[src/rtl/sprite_palette_fx_ctrl.sv]
// Sprite palette pipeline: registers the index into the palette, then registers the
// keyed and effect-modified colour. The damage-flash / respawn-blink FSM advances on frame ticks.
module sprite_palette_fx_ctrl #(
    parameter logic [11:0] KEY_COLOR    = 12'h0E1,
    parameter int          FLASH_FRAMES = 8,
    parameter int          BLINK_FRAMES = 120,
    parameter int          BLINK_PERIOD = 4,
    parameter logic [3:0]  FLASH_BOOST  = 4'h6
) (
    input  logic       Clk,
    input  logic       Reset,
    input  logic       frame_tick,
    input  logic       hit,
    input  logic       respawn,
    input  logic       pix_valid,
    input  logic [2:0] pix_index,
    output logic [2:0] pal_index,
    input  logic [3:0] pal_red,
    input  logic [3:0] pal_green,
    input  logic [3:0] pal_blue,
    output logic       out_valid,
    output logic [3:0] out_red,
    output logic [3:0] out_green,
    output logic [3:0] out_blue,
    output logic       out_opaque,
    output logic [1:0] fx_state
);
    localparam int MAXF = (FLASH_FRAMES > BLINK_FRAMES) ? FLASH_FRAMES : BLINK_FRAMES;
    localparam int CW   = $clog2(MAXF + 1);
    localparam int PW   = (BLINK_PERIOD > 2) ? $clog2(BLINK_PERIOD) : 1;

    typedef enum logic [1:0] {ST_NORMAL = 2'd0, ST_FLASH = 2'd1, ST_BLINK = 2'd2} fx_e;

    fx_e           state_q, state_d;
    logic [CW-1:0] cnt_q, cnt_d;
    logic [PW-1:0] phase_q, phase_d;
    logic          vis_q, vis_d;

    logic [2:0]    pal_index_q;
    logic          v0_q;
    logic          out_valid_q, out_opaque_q;
    logic [11:0]   rgb_q, rgb_d;
    logic          key;

    // Saturating per-channel brighten, widened to 5 bits so the carry is visible.
    function automatic logic [3:0] boost(input logic [3:0] c);
        logic [4:0] s;
        s = {1'b0, c} + {1'b0, FLASH_BOOST};
        return s[4] ? 4'hF : s[3:0];
    endfunction

    always_comb begin
        key   = ({pal_red, pal_green, pal_blue} == KEY_COLOR);
        rgb_d = {pal_red, pal_green, pal_blue};
        if (state_q == ST_FLASH)
            rgb_d = {boost(pal_red), boost(pal_green), boost(pal_blue)};
    end

    always_ff @(posedge Clk or posedge Reset) begin
        if (Reset) begin
            pal_index_q  <= 3'd0;
            v0_q         <= 1'b0;
            out_valid_q  <= 1'b0;
            out_opaque_q <= 1'b0;
            rgb_q        <= 12'h000;
        end else begin
            pal_index_q  <= pix_index;
            v0_q         <= pix_valid;
            out_valid_q  <= v0_q;
            out_opaque_q <= v0_q & ~key & ((state_q != ST_BLINK) | vis_q);
            if (v0_q)
                rgb_q <= rgb_d;
        end
    end

    always_ff @(posedge Clk or posedge Reset) begin
        if (Reset) begin
            state_q <= ST_NORMAL;
            cnt_q   <= '0;
            phase_q <= '0;
            vis_q   <= 1'b1;
        end else begin
            state_q <= state_d;
            cnt_q   <= cnt_d;
            phase_q <= phase_d;
            vis_q   <= vis_d;
        end
    end

    // Priority respawn > hit > frame_tick; an entering event swallows a coincident tick.
    always_comb begin
        state_d = state_q;
        cnt_d   = cnt_q;
        phase_d = phase_q;
        vis_d   = vis_q;
        if (respawn) begin
            state_d = ST_BLINK;
            cnt_d   = CW'(BLINK_FRAMES);
            phase_d = '0;
            vis_d   = 1'b1;
        end else if (hit && state_q != ST_BLINK) begin
            state_d = ST_FLASH;
            cnt_d   = CW'(FLASH_FRAMES);
        end else if (frame_tick) begin
            case (state_q)
                ST_FLASH: begin
                    cnt_d = cnt_q - CW'(1);
                    if (cnt_q == CW'(1))
                        state_d = ST_NORMAL;
                end
                ST_BLINK: begin
                    cnt_d = cnt_q - CW'(1);
                    if (phase_q == PW'(BLINK_PERIOD - 1)) begin
                        phase_d = '0;
                        vis_d   = ~vis_q;
                    end else begin
                        phase_d = phase_q + PW'(1);
                    end
                    if (cnt_q == CW'(1)) begin
                        state_d = ST_NORMAL;
                        phase_d = '0;
                        vis_d   = 1'b1;
                    end
                end
                default: ;
            endcase
        end
    end

    assign pal_index  = pal_index_q;
    assign out_valid  = out_valid_q;
    assign out_opaque = out_opaque_q;
    assign {out_red, out_green, out_blue} = rgb_q;
    assign fx_state   = state_q;
endmodule

[config.mk]
export PLATFORM = sky130hd
export DESIGN_NAME = sprite_palette_fx_ctrl
export DESIGN_NICKNAME = d
export VERILOG_FILES = /design/src/rtl/sprite_palette_fx_ctrl.sv
export SDC_FILE = /design/constraint.sdc
export NUM_CORES = 1
export LEC_CHECK = 0
export BUFFER_PORTS_ARGS = -buffer_cell sky130_fd_sc_hd__buf_2
export CAP_MARGIN = 20
export CORE_MARGIN = 2
export CORE_UTILIZATION = 50
export CTS_CLUSTER_SIZE = 25
export DETAILED_ROUTE_END_ITERATION = 10
export PLACE_DENSITY = 0.87
export SETUP_SLACK_MARGIN = 0.4
export SLEW_MARGIN = 20
export SYNTH_ARGS = -nofsm -noshare
export SYNTH_HDL_FRONTEND = slang
export SYNTH_SLANG_ARGS = --single-unit
[constraint.sdc]
create_clock -name Clk -period 3.4 [get_ports Clk]
set_input_delay 0.17 -clock Clk [delete_from_list [all_inputs] [get_ports Clk]]
set_output_delay 0.17 -clock Clk [all_outputs]
set_load 0.01 [all_outputs]
After elaboration in Yosys (flattened, before gate mapping)
Cells that the tools add are included.

Add/subtract/negate cells: 5. Equal/unequal tests: 7. Muxes and demuxes: 25. Bitwise operators: 5. Reduce and logical (&&, ||, !) cells: 12.

Operators with widths (number): $mux W7 (4); $mux W2 (11); $add A4 B3 Y5 const B (3); $eq A12 B8 Y1 const B (1); $mux W12 (1); $mux W4 (3); $reduce_bool A3 Y1 (4); $eq A7 B1 Y1 const B (1); $sub A7 B1 Y7 const B (1); $mux W1 (6); $reduce_and A3 Y1 (2); $eq A2 B2 Y1 const B (2); $ne A2 B2 Y1 const B (2); $reduce_and A4 Y1 (1); $reduce_bool A2 Y1 (2); $add A2 B1 Y2 const B (1); $and A1 B1 Y1 (2); $eq A2 B1 Y1 const B (1); $not A1 Y1 (2); $reduce_and A2 Y1 (1); $reduce_or A2 Y1 (1); $logic_and A1 B1 Y1 (1); $or A1 B1 Y1 (1).

Register bits after elaboration: 30. Input bits: 21. Output and inout bits: 19. Logic and storage cells: 63.

Depth between registers and ports, before layout
Gate-level depths: netlist of run 1.

Depth after elaboration: 7. Mapped depth: 7. Depth with buffers taken out: 5.

Least setup slack after synthesis of run 1
Ideal clock, no wire load.

Path kind: reg2reg. Start point: register cnt_q[2]. End point: register cnt_q[6]. Setup time: 131 ps. Arrival: 1606 ps. Required time: 3269 ps. Path slack: 1663 ps. Stages on the path, launching flop included: 5. Path buffers: 1. Cells stage by stage: dfrtp_1 -> or4_1 -> buf_2 -> o211a_1 -> or3_1.

Word-level cells in the longest chain between the ends: 5.

RTL lines: from (decl) (RTL line 35) `logic [CW-1:0] cnt_q, cnt_d;`; from (signal assigned) (RTL line 84) `cnt_q <= cnt_d;`; $sub A7 B1 Y7 (RTL line 107, 112); $mux W7; $mux W7 (RTL line 104) `end else if (frame_tick) begin`; $mux W7 (RTL line 101) `end else if (hit && state_q != ST_BLINK) begin`; $mux W7 (RTL line 96) `if (respawn) begin`.

No other way between the ends. The select of a mux whose other input is x is not followed. A chain may end at the register's enable or synchronous reset.

Worst setup path in the final report of run 1
Ends and elaborated chain as after synthesis.

==> report_table.html, run 1 <==
<table>
<tr><th>Metric</th><th>Value</th></tr>
<tr><th colspan="2">Placement</th></tr>
<tr><td>Detailed placer's ending HPWL</td><td>2.39 mm</td></tr>
<tr><td>Number of buffer cells added on primary ports</td><td>39</td></tr>
<tr><td>Placement-stage worst setup slack</td><td>1.58 ns</td></tr>
<tr><td>Gp weighted congestion</td><td>0.803</td></tr>
<tr><th colspan="2">Final layout</th></tr>
<tr><td>Final layout net count</td><td>234</td></tr>
<tr><td>Final core area utilization</td><td>63.2%</td></tr>
<tr><td>Synth-to-layout area growth</td><td>21.7%</td></tr>
<tr><td>Ratio of cells with drive above 1 in the final layout</td><td>24.4%</td></tr>
<tr><td>Most frequent cells in the layout</td><td>buf_2, dfrtp_1, inv_1</td></tr>
<tr><td>Number of diodes added for antenna fixing</td><td>0</td></tr>
<tr><td>Most frequent standard cell in the layout excluding fill and tap cells</td><td>buf_2</td></tr>
<tr><th colspan="2">Hold path</th></tr>
<tr><td>Worst min-delay path category</td><td>in2reg</td></tr>
<tr><th colspan="2">Clocking</th></tr>
<tr><td>Clk Tree Root Cell</td><td>clkbuf_4</td></tr>
<tr><td>Deepest clock path buffer count</td><td>2</td></tr>
<tr><td>Number of sinks on the clock net</td><td>30</td></tr>
<tr><td>TritonCTS clock tree</td><td>yes</td></tr>
<tr><td>Count of H-tree levels built during CTS</td><td>2</td></tr>
<tr><td>Number of buffers created by CTS</td><td>5</td></tr>
<tr><td>Clock latency of the later-clocked register in the worst-skew pair</td><td>0.34 ns</td></tr>
<tr><td>Clock Pin Slew Worst Setup and Hold Paths</td><td>0.10 ns</td></tr>
<tr><td>Number of gates given a new drive strength after cts</td><td>0</td></tr>
<tr><th colspan="2">Global routing</th></tr>
<tr><td>Total routing usage reported by global routing</td><td>20.9%</td></tr>
<tr><td>Gr busiest metal</td><td>met2</td></tr>
<tr><td>GR Util met3</td><td>7.79%</td></tr>
<tr><td>First-pass GRT wire length</td><td>5.52 mm</td></tr>
<tr><td>Met2 Resource Use GR</td><td>34.0%</td></tr>
<tr><td>Overflow after GRT</td><td>0</td></tr>
<tr><td>Routing usage on met1</td><td>26.6%</td></tr>
<tr><td>Number of antenna violations at the first check in global routing</td><td>0</td></tr>
<tr><td>Pin count of the biggest net entering global routing</td><td>20</td></tr>
<tr><td>Vias in the first global route</td><td>1,244</td></tr>
<tr><th colspan="2">Detailed routing</th></tr>
<tr><td>Total length of routed wires</td><td>3.39 mm</td></tr>
<tr><td>DR vias</td><td>1,323</td></tr>
<tr><td>Starting DRC count in detailed routing</td><td>84</td></tr>
<tr><td>Detailed-route vias per instance</td><td>5.56</td></tr>
<tr><td>Iteration count of the initial detailed-routing pass</td><td>6</td></tr>
<tr><td>WL/cell</td><td>14.2 um</td></tr>
<tr><td>Number of remaining DRC errors</td><td>0</td></tr>
<tr><td>Number of routed nets with antenna violations</td><td>0</td></tr>
<tr><th colspan="2">Timing</th></tr>
<tr><td>Number of max-slew violations in the final report</td><td>0</td></tr>
<tr><td>Share of the clock period used by the worst path</td><td>55.3%</td></tr>
<tr><td>Setup TNS after final layout</td><td>0 ns</td></tr>
<tr><td>Worst slew pin tran</td><td>0.639 ns</td></tr>
<tr><td>Fin worst setup slack</td><td>1.52 ns</td></tr>
<tr><td>Final period demand of the worst path</td><td>1.88 ns</td></tr>
<tr><td>Achievable Freq</td><td>0.532 GHz</td></tr>
<tr><td>Relative slew slack</td><td>57.4%</td></tr>
<tr><td>Worst Clk Skew</td><td>0.00753 ns</td></tr>
<tr><td>Endpoints failing setup</td><td>0</td></tr>
<tr><td>Worst hold slack</td><td>0.0998 ns</td></tr>
<tr><td>Unrepaired setup endpoints after global routing</td><td>false</td></tr>
<tr><td>Final-report hold violation count</td><td>0</td></tr>
<tr><th colspan="2">Synth</th></tr>
<tr><td>Cell count after synthesis</td><td>159</td></tr>
<tr><td>Count of warnings emitted by yosys</td><td>0</td></tr>
<tr><td>Mean area per synthesized cell</td><td>9.81 sq um</td></tr>
<tr><td>Number of unique standard cell types used by synthesis</td><td>43</td></tr>
<tr><td>Nets in the synthesized netlist</td><td>188</td></tr>
<tr><td>Synthesized cell area</td><td>0.00156 sq mm</td></tr>
<tr><td>Number of synthesized flops with an enable pin</td><td>0</td></tr>
<tr><td>Most used flip-flop cell after synthesis</td><td>dfrtp_1</td></tr>
<tr><td>Share of synthesized registers carrying an async set or reset</td><td>100%</td></tr>
<tr><td>Sequential element share of the synthesized area</td><td>48.2%</td></tr>
<tr><td>Seq cells post-synth</td><td>30</td></tr>
<tr><th colspan="2">Run status</th></tr>
<tr><td>Status</td><td>complete, no violations</td></tr>
<tr><th colspan="2">Floorplan</th></tr>
<tr><td>Placeable core area</td><td>0.00300 sq mm</td></tr>
<tr><td>Num rows</td><td>20</td></tr>
<tr><td>Chip Height</td><td>59.8 um</td></tr>
<tr><td>Effective utilization at floorplan</td><td>51.9%</td></tr>
<tr><td>Die width</td><td>59.8 um</td></tr>
<tr><td>Top-Level Pins</td><td>40</td></tr>
<tr><td>Total die area</td><td>0.00358 sq mm</td></tr>
<tr><th colspan="2">Critical path</th></tr>
<tr><td>Required time reported for the critical path endpoint</td><td>3.62 ns</td></tr>
<tr><td>Data arrival time of the worst path</td><td>2.10 ns</td></tr>
<tr><td>Setup slack of the worst register-to-register path</td><td>1.52 ns</td></tr>
<tr><td>Critical path fanouts, max</td><td>7</td></tr>
<tr><td>Nature of the critical path endpoint</td><td>flip-flop</td></tr>
<tr><td>WS Path Type</td><td>reg2reg</td></tr>
<tr><td>Setup crit start kind</td><td>flip-flop</td></tr>
<tr><th colspan="2">Job</th></tr>
<tr><td>Number of maximum-capacitance constraint violations</td><td>0</td></tr>
<tr><th colspan="2">Power</th></tr>
<tr><td>Leak pwr</td><td>0.910 nW</td></tr>
<tr><td>Worst ir drop on vdd</td><td>0.248 mV</td></tr>
<tr><td>PwrDens</td><td>425 mW/mm^2</td></tr>
</table>
-- logic make-up (layout without fill, tap and decap cells) --
kind of cell | Yosys count | count (layout) | share of synthesized area [%]
buffers and inverters | 25 | 71 | 6.10
multiplexers | 1 | 1 | 0.722
flip-flops | 30 | 30 | 48.2
adder cells (fa/ha/maj) | 8 | 8 | 6.42
XOR/XNOR | 3 | 3 | 1.69
AO/OA/AOI/OAI | 41 | 41 | 19.1
AND/OR/NAND/NOR | 51 | 51 | 17.7
-- worst paths after layout --
check | start | endpoint | cells after the start
max | cnt_q[2]$_DFFE_PP0P_ | cnt_q[6]$_DFFE_PP0P_ | 3
min in group asynchronous | Reset | pal_index[1]$_DFF_PP0_ | 3
min | pal_green[0] | rgb_q[4]$_DFFE_PP0P_ | 2
min reg2reg | rgb_q[3]$_DFFE_PP0P_ | rgb_q[3]$_DFFE_PP0P_ | 2
max reg2reg | cnt_q[2]$_DFFE_PP0P_ | cnt_q[6]$_DFFE_PP0P_ | 3
max in group asynchronous | Reset | vis_q$_DFFE_PP1P_ | 4
-- layout make-up --
type	instances	area, sq um
clock inverters	2	10.0
clock buffers	5	37.5
fillers	261	1110
repair buffers	45	273
inverters	19	71.3
multi-input cells	104	712
well taps	33	41.3
flip-flops and latches	30	752
-- registers in the layout, indices dropped and copies added, names as in the netlist --
register    flops
rgb_q          12
pal_index       3
out_opaque      1
out_valid       1
vis_q           1
phase_q         2
v0_q            1
fx_state        2
cnt_q           7
-- Yosys cell counts (all sizes together), types with 4 or more instances --
| library cell | number | area [sq um] |
|---|---|---|
| o22a | 4 | 35.0 |
| a21oi | 9 | 45.0 |
| nor3 | 5 | 25.0 |
| clkbuf | 5 | 18.8 |
| nand2b | 6 | 37.5 |
| nand2 | 8 | 30.0 |
| ha | 8 | 100 |
| nor2 | 15 | 56.3 |
| o31ai | 5 | 37.5 |
| inv | 19 | 71.3 |
| o211ai | 4 | 30.0 |
| dfrtp | 29 | 726 |
-- worst max-delay path: stages, from the launching register on --
cell	delay, ns
dfrtp_1	0.46
or4_1	0.68
o211a_1	0.27
or3_1	0.35
-- timing repair --
action / CTS / global route
hold buffers: 5 / 0
endpoints found under the hold margin: 18 / 0
buffers inserted: 0 / 0
-- metal layers --
layer  wire [um]  vias up  share of wire (%)
met5           0        -                  0
met4          27        0               0.80
met3         218        3                6.4
met2        1700       43                 50
met1        1440      619                 42
li1            -      658                  -
-- power breakdown --
group / total (mW) / internal (mW) / leakage (nW) / switching [mW]
sequential: 0.427 / 0.393 / 0.348 / 0.0340
combinational: 0.181 / 0.0842 / 0.531 / 0.0963
clock: 0.199 / 0.0742 / 0.0308 / 0.124
total: 0.806 / 0.552 / 0.910 / 0.255
-- stage by stage --
step	power [mW]	instances	cell area [sq um]
finish	0.806	238	1900
global route	0.855	238	1900
detailed placement	0.610	226	1800
floorplan	0.541	159	1560
CTS	0.808	238	1900
global placement	0.598	225	1770
Power figures use the tool's default switching activity.
==> run 2: changes to the inputs <==
ABC_AREA = 1   (was not set)
clock period = 1.8 ns   (was 3.4 ns; I/O delays follow)
==> run 2 against run 1 <==
- via count rose by 7.9%
- sequential power rose by 100%
- first-iteration DRC count fell by 30%
- sequential share of layout area fell by 2.6 points
- clock power rose to 3.6 times the previous value
- highest routed layer unchanged
==> report_table.html, run 2 <==
<table>
<tr><th>Metric</th><th>Value</th></tr>
<tr><th colspan="2">Clocking</th></tr>
<tr><td>Number of sinks on the clock net</td><td>30 (unchanged)</td></tr>
<tr><td>Count of H-tree levels built during CTS</td><td>2 (unchanged)</td></tr>
<tr><td>Deepest clock path buffer count</td><td>2 (unchanged)</td></tr>
<tr><td>TritonCTS clock tree</td><td>yes</td></tr>
<tr><td>Number of buffers created by CTS</td><td>5 (unchanged)</td></tr>
<tr><td>Clock Pin Slew Worst Setup and Hold Paths</td><td>0.11 ns (about the same)</td></tr>
<tr><td>Clk Tree Root Cell</td><td>clkbuf_4</td></tr>
<tr><td>Clock latency of the later-clocked register in the worst-skew pair</td><td>0.34 ns (about the same)</td></tr>
<tr><th colspan="2">Placement</th></tr>
<tr><td>Number of buffer cells added on primary ports</td><td>39 (unchanged)</td></tr>
<tr><td>Placed insts</td><td>267 (+18%)</td></tr>
<tr><td>Placement-stage worst setup slack</td><td>0.335 ns (-1.24 ns)</td></tr>
<tr><td>Detailed placer's ending HPWL</td><td>2.50 mm (+4.5%)</td></tr>
<tr><td>Cell area reported after detailed placement</td><td>0.00182 sq mm (+0.90%)</td></tr>
<tr><td>Gp weighted congestion</td><td>0.902 (+12%)</td></tr>
<tr><th colspan="2">Critical path</th></tr>
<tr><td>Bufs and invs on worst path</td><td>2 (+2)</td></tr>
<tr><td>Setup crit start kind</td><td>flip-flop</td></tr>
<tr><td>WS Path Type</td><td>reg2reg</td></tr>
<tr><td>Critical path fanouts, max</td><td>8 (+1)</td></tr>
<tr><td>Nature of the critical path endpoint</td><td>flip-flop</td></tr>
<tr><td>Required time reported for the critical path endpoint</td><td>2.00 ns (-1.62 ns)</td></tr>
<tr><td>CP Cell Sequence</td><td>buf_4 -&gt; ha_4 -&gt; buf_4 -&gt; a21oi_1 -&gt; a21oi_1</td></tr>
<tr><td>Largest delay contributor family on the critical path</td><td>flip-flops</td></tr>
<tr><td>Critical Path Slowest Stage Cell</td><td>dfrtp_1</td></tr>
<tr><td>Max incr delay on CP</td><td>0.40 ns (-0.28 ns)</td></tr>
<tr><td>Data arrival time of the worst path</td><td>1.58 ns (-0.52 ns)</td></tr>
<tr><th colspan="2">Synth</th></tr>
<tr><td>Mean area per synthesized cell</td><td>8.08 sq um (-18%)</td></tr>
<tr><td>Count of warnings emitted by yosys</td><td>0 (unchanged)</td></tr>
<tr><td>Synth top cells by count</td><td>nand2_1, dfrtp_1, inv_1</td></tr>
<tr><td>Post-Synth Simple-Gate Area</td><td>23.2% (+5.5 points)</td></tr>
<tr><td>Synth Area in Adders</td><td>6.42% (unchanged)</td></tr>
<tr><td>Number of unique standard cell types used by synthesis</td><td>22 (-49%)</td></tr>
<tr><td>Dominant cell by count in the synthesized netlist</td><td>nand2_1</td></tr>
<tr><td>Share of synthesized registers carrying an async set or reset</td><td>100% (unchanged)</td></tr>
<tr><td>Cell count after synthesis</td><td>193 (+21%)</td></tr>
<tr><td>Main combinational cell family by area after synthesis</td><td>simple AND/OR/NAND/NOR gates</td></tr>
<tr><td>Proportion of netlist area held by the largest area contributor</td><td>46.5% (unchanged)</td></tr>
<tr><td>Nets in the synthesized netlist</td><td>222 (+18%)</td></tr>
<tr><td>Xor/xnor cell area share of the yosys netlist</td><td>1.69% (unchanged)</td></tr>
<tr><td>Post-synthesis compound-gate area fraction</td><td>12.1% (-7.0 points)</td></tr>
<tr><td>Synth area leader</td><td>dfrtp_1</td></tr>
<tr><td>Synthesized cell area</td><td>0.00156 sq mm (unchanged)</td></tr>
<tr><td>Number of synthesized flops with an enable pin</td><td>0 (unchanged)</td></tr>
<tr><td>Synth area leaders</td><td>dfrtp_1, nand2_1, inv_1, ha_1, a21oi_1</td></tr>
<tr><td>Multiplexer fraction of the synthesized cell area</td><td>0% (-0.72 points)</td></tr>
<tr><td>Most used flip-flop cell after synthesis</td><td>dfrtp_1</td></tr>
<tr><td>Sequential element share of the synthesized area</td><td>48.2% (unchanged)</td></tr>
<tr><td>Seq cells post-synth</td><td>30 (unchanged)</td></tr>
<tr><th colspan="2">Global routing</th></tr>
<tr><td>First-pass GRT wire length</td><td>5.50 mm (-0.38%)</td></tr>
<tr><td>Pin count of the biggest net entering global routing</td><td>17 (-15%)</td></tr>
<tr><td>Vias in the first global route</td><td>1,332 (+7.1%)</td></tr>
<tr><td>Overflow after GRT</td><td>0 (unchanged)</td></tr>
<tr><td>Total routing usage reported by global routing</td><td>20.9% (-0.026 points)</td></tr>
<tr><td>Number of antenna violations at the first check in global routing</td><td>0 (unchanged)</td></tr>
<tr><th colspan="2">Detailed routing</th></tr>
<tr><td>WL/cell</td><td>12.0 um (-15%)</td></tr>
<tr><td>Total length of routed wires</td><td>3.40 mm (+0.50%)</td></tr>
<tr><td>Iteration count of the initial detailed-routing pass</td><td>4 (-2)</td></tr>
<tr><td>DR vias</td><td>1,428 (+7.9%)</td></tr>
<tr><td>Starting DRC count in detailed routing</td><td>59 (-30%)</td></tr>
<tr><td>Detailed-route vias per instance</td><td>5.05 (-9.2%)</td></tr>
<tr><td>Number of remaining DRC errors</td><td>0 (unchanged)</td></tr>
<tr><td>Number of routed nets with antenna violations</td><td>0 (unchanged)</td></tr>
<tr><th colspan="2">Job</th></tr>
<tr><td>Number of maximum-capacitance constraint violations</td><td>0 (unchanged)</td></tr>
<tr><th colspan="2">Floorplan</th></tr>
<tr><td>Total die area</td><td>0.00358 sq mm (unchanged)</td></tr>
<tr><td>Effective utilization at floorplan</td><td>51.9% (unchanged)</td></tr>
<tr><td>Num rows</td><td>20 (unchanged)</td></tr>
<tr><td>Placeable core area</td><td>0.00300 sq mm (unchanged)</td></tr>
<tr><td>Die width</td><td>59.8 um (unchanged)</td></tr>
<tr><td>Top-Level Pins</td><td>40 (unchanged)</td></tr>
<tr><td>Chip Height</td><td>59.8 um (unchanged)</td></tr>
<tr><th colspan="2">Timing</th></tr>
<tr><td>Worst Clk Skew</td><td>0.0130 ns (+0.00548 ns)</td></tr>
<tr><td>Setup TNS after final layout</td><td>0 ns (unchanged)</td></tr>
<tr><td>Worst slew pin tran</td><td>0.602 ns (-0.0367 ns)</td></tr>
<tr><td>Final-report hold violation count</td><td>0 (unchanged)</td></tr>
<tr><td>Unrepaired setup endpoints after global routing</td><td>true</td></tr>
<tr><td>Achievable Freq</td><td>0.727 GHz (+37%)</td></tr>
<tr><td>Final period demand of the worst path</td><td>1.37 ns (-0.504 ns)</td></tr>
<tr><td>Number of max-slew violations in the final report</td><td>0 (unchanged)</td></tr>
<tr><td>Worst hold slack</td><td>0.0114 ns (-0.0884 ns)</td></tr>
<tr><td>Endpoints failing setup</td><td>0 (unchanged)</td></tr>
<tr><td>Share of the clock period used by the worst path</td><td>76.4% (+21 points)</td></tr>
<tr><td>Fin worst setup slack</td><td>0.425 ns (-1.10 ns)</td></tr>
<tr><td>Relative slew slack</td><td>59.8% (+2.5 points)</td></tr>
<tr><th colspan="2">Power</th></tr>
<tr><td>Leak pwr</td><td>1.06 nW (+17%)</td></tr>
<tr><td>PwrDens</td><td>1040 mW/mm^2 (+140%)</td></tr>
<tr><td>Worst ir drop on vdd</td><td>0.636 mV (+160%)</td></tr>
<tr><th colspan="2">Run status</th></tr>
<tr><td>Status</td><td>complete, no violations</td></tr>
<tr><th colspan="2">Final layout</th></tr>
<tr><td>Final layout net count</td><td>278 (+19%)</td></tr>
<tr><td>Most frequent standard cell in the layout excluding fill and tap cells</td><td>buf_2</td></tr>
<tr><td>Most frequent cells in the layout</td><td>buf_2, nand2_1, dfrtp_1</td></tr>
<tr><td>Number of diodes added for antenna fixing</td><td>0 (unchanged)</td></tr>
<tr><td>Final Cell Area</td><td>0.00203 sq mm (+7.0%)</td></tr>
<tr><td>Biggest register</td><td>rgb_q</td></tr>
<tr><td>Synth-to-layout area growth</td><td>30.2%</td></tr>
<tr><td>Non-filler instance count after layout</td><td>283 (+19%)</td></tr>
<tr><td>Ratio of cells with drive above 1 in the final layout</td><td>27.2% (+2.8 points)</td></tr>
<tr><td>Max FFs per register</td><td>12 (unchanged)</td></tr>
<tr><th colspan="2">Hold path</th></tr>
<tr><td>Worst min-delay path category</td><td>in2reg</td></tr>
</table>
==> run 2: cell type report <==
class / instances / area (sq um)
fillers: 251 / 973
clock buffers: 6 / 51.3
inverters: 32 / 120
repair buffers: 51 / 300
well taps: 33 / 41.3
clock inverters: 2 / 60.1
flip-flops and latches: 30 / 752
multi-input cells: 129 / 704
==> run 2: worst register-to-register path, stage by stage (launching register included) <==
cell and delay [ns]:
dfrtp_1 0.40, buf_4 0.15, ha_4 0.18, buf_4 0.16, a21oi_1 0.24, a21oi_1 0.11
==> run 2: power breakdown <==
group	internal, mW	switching [mW]	total, mW
combinational	0.216	0.318	0.534
sequential	0.783	0.0755	0.858
clock	0.470	0.246	0.717
total	1.47	0.640	2.11
==> run 2: kinds of logic after synthesis <==
logic type               after synthesis
AO/OA/AOI/OAI                         37
XOR/XNOR                               3
adder cells (fa/ha/maj)                8
buffers and inverters                 34
flip-flops                            30
AND/OR/NAND/NOR                       81
==> run 2: path summary, 6_finish.rpt <==
path / to / slack (ns) / startpoint / cells after the start
max: rgb_q[0]$_DFFE_PP0P_ / 0.43 / fx_state[0]$_DFFE_PP0P_ / 5
min: fx_state[0]$_DFFE_PP0P_ / 0.01 / respawn / 2
max reg2reg: rgb_q[0]$_DFFE_PP0P_ / 0.43 / fx_state[0]$_DFFE_PP0P_ / 5
min reg2reg: vis_q$_DFFE_PP1P_ / 0.48 / vis_q$_DFFE_PP1P_ / 2
max in group asynchronous: rgb_q[10]$_DFFE_PP0P_ / 0.81 / Reset / 4
min in group asynchronous: fx_state[0]$_DFFE_PP0P_ / 0.38 / Reset / 3
==> run 2: timing repair <==
| action | CTS | global route |
|---|---|---|
| pin swaps | 1 | 0 |
| hold endpoints to repair | 19 | 0 |
| resized for setup | 4 | 2 |
| hold buffers | 6 | 0 |
| setup endpoints to repair | 11 | 11 |
| setup buffers | 1 | 1 |
==> run 2: routing by layer <==
metal / vias to the layer above / track usage, % / wire (um)
met5: - / 0 / 0
met4: 0 / 10.2 / 78
met3: 9 / 4.33 / 183
met2: 45 / 36.6 / 1720
met1: 646 / 24.0 / 1420
li1: 728 / - / -
==> run 2: per-stage QoR <==
stage,power [mW],utilization [%]
finish,2.11,67.6
global route,2.23,67.6
CTS,2.11,66.8
detailed placement,1.37,60.5
global placement,1.35,60.5
floorplan,1.20,-
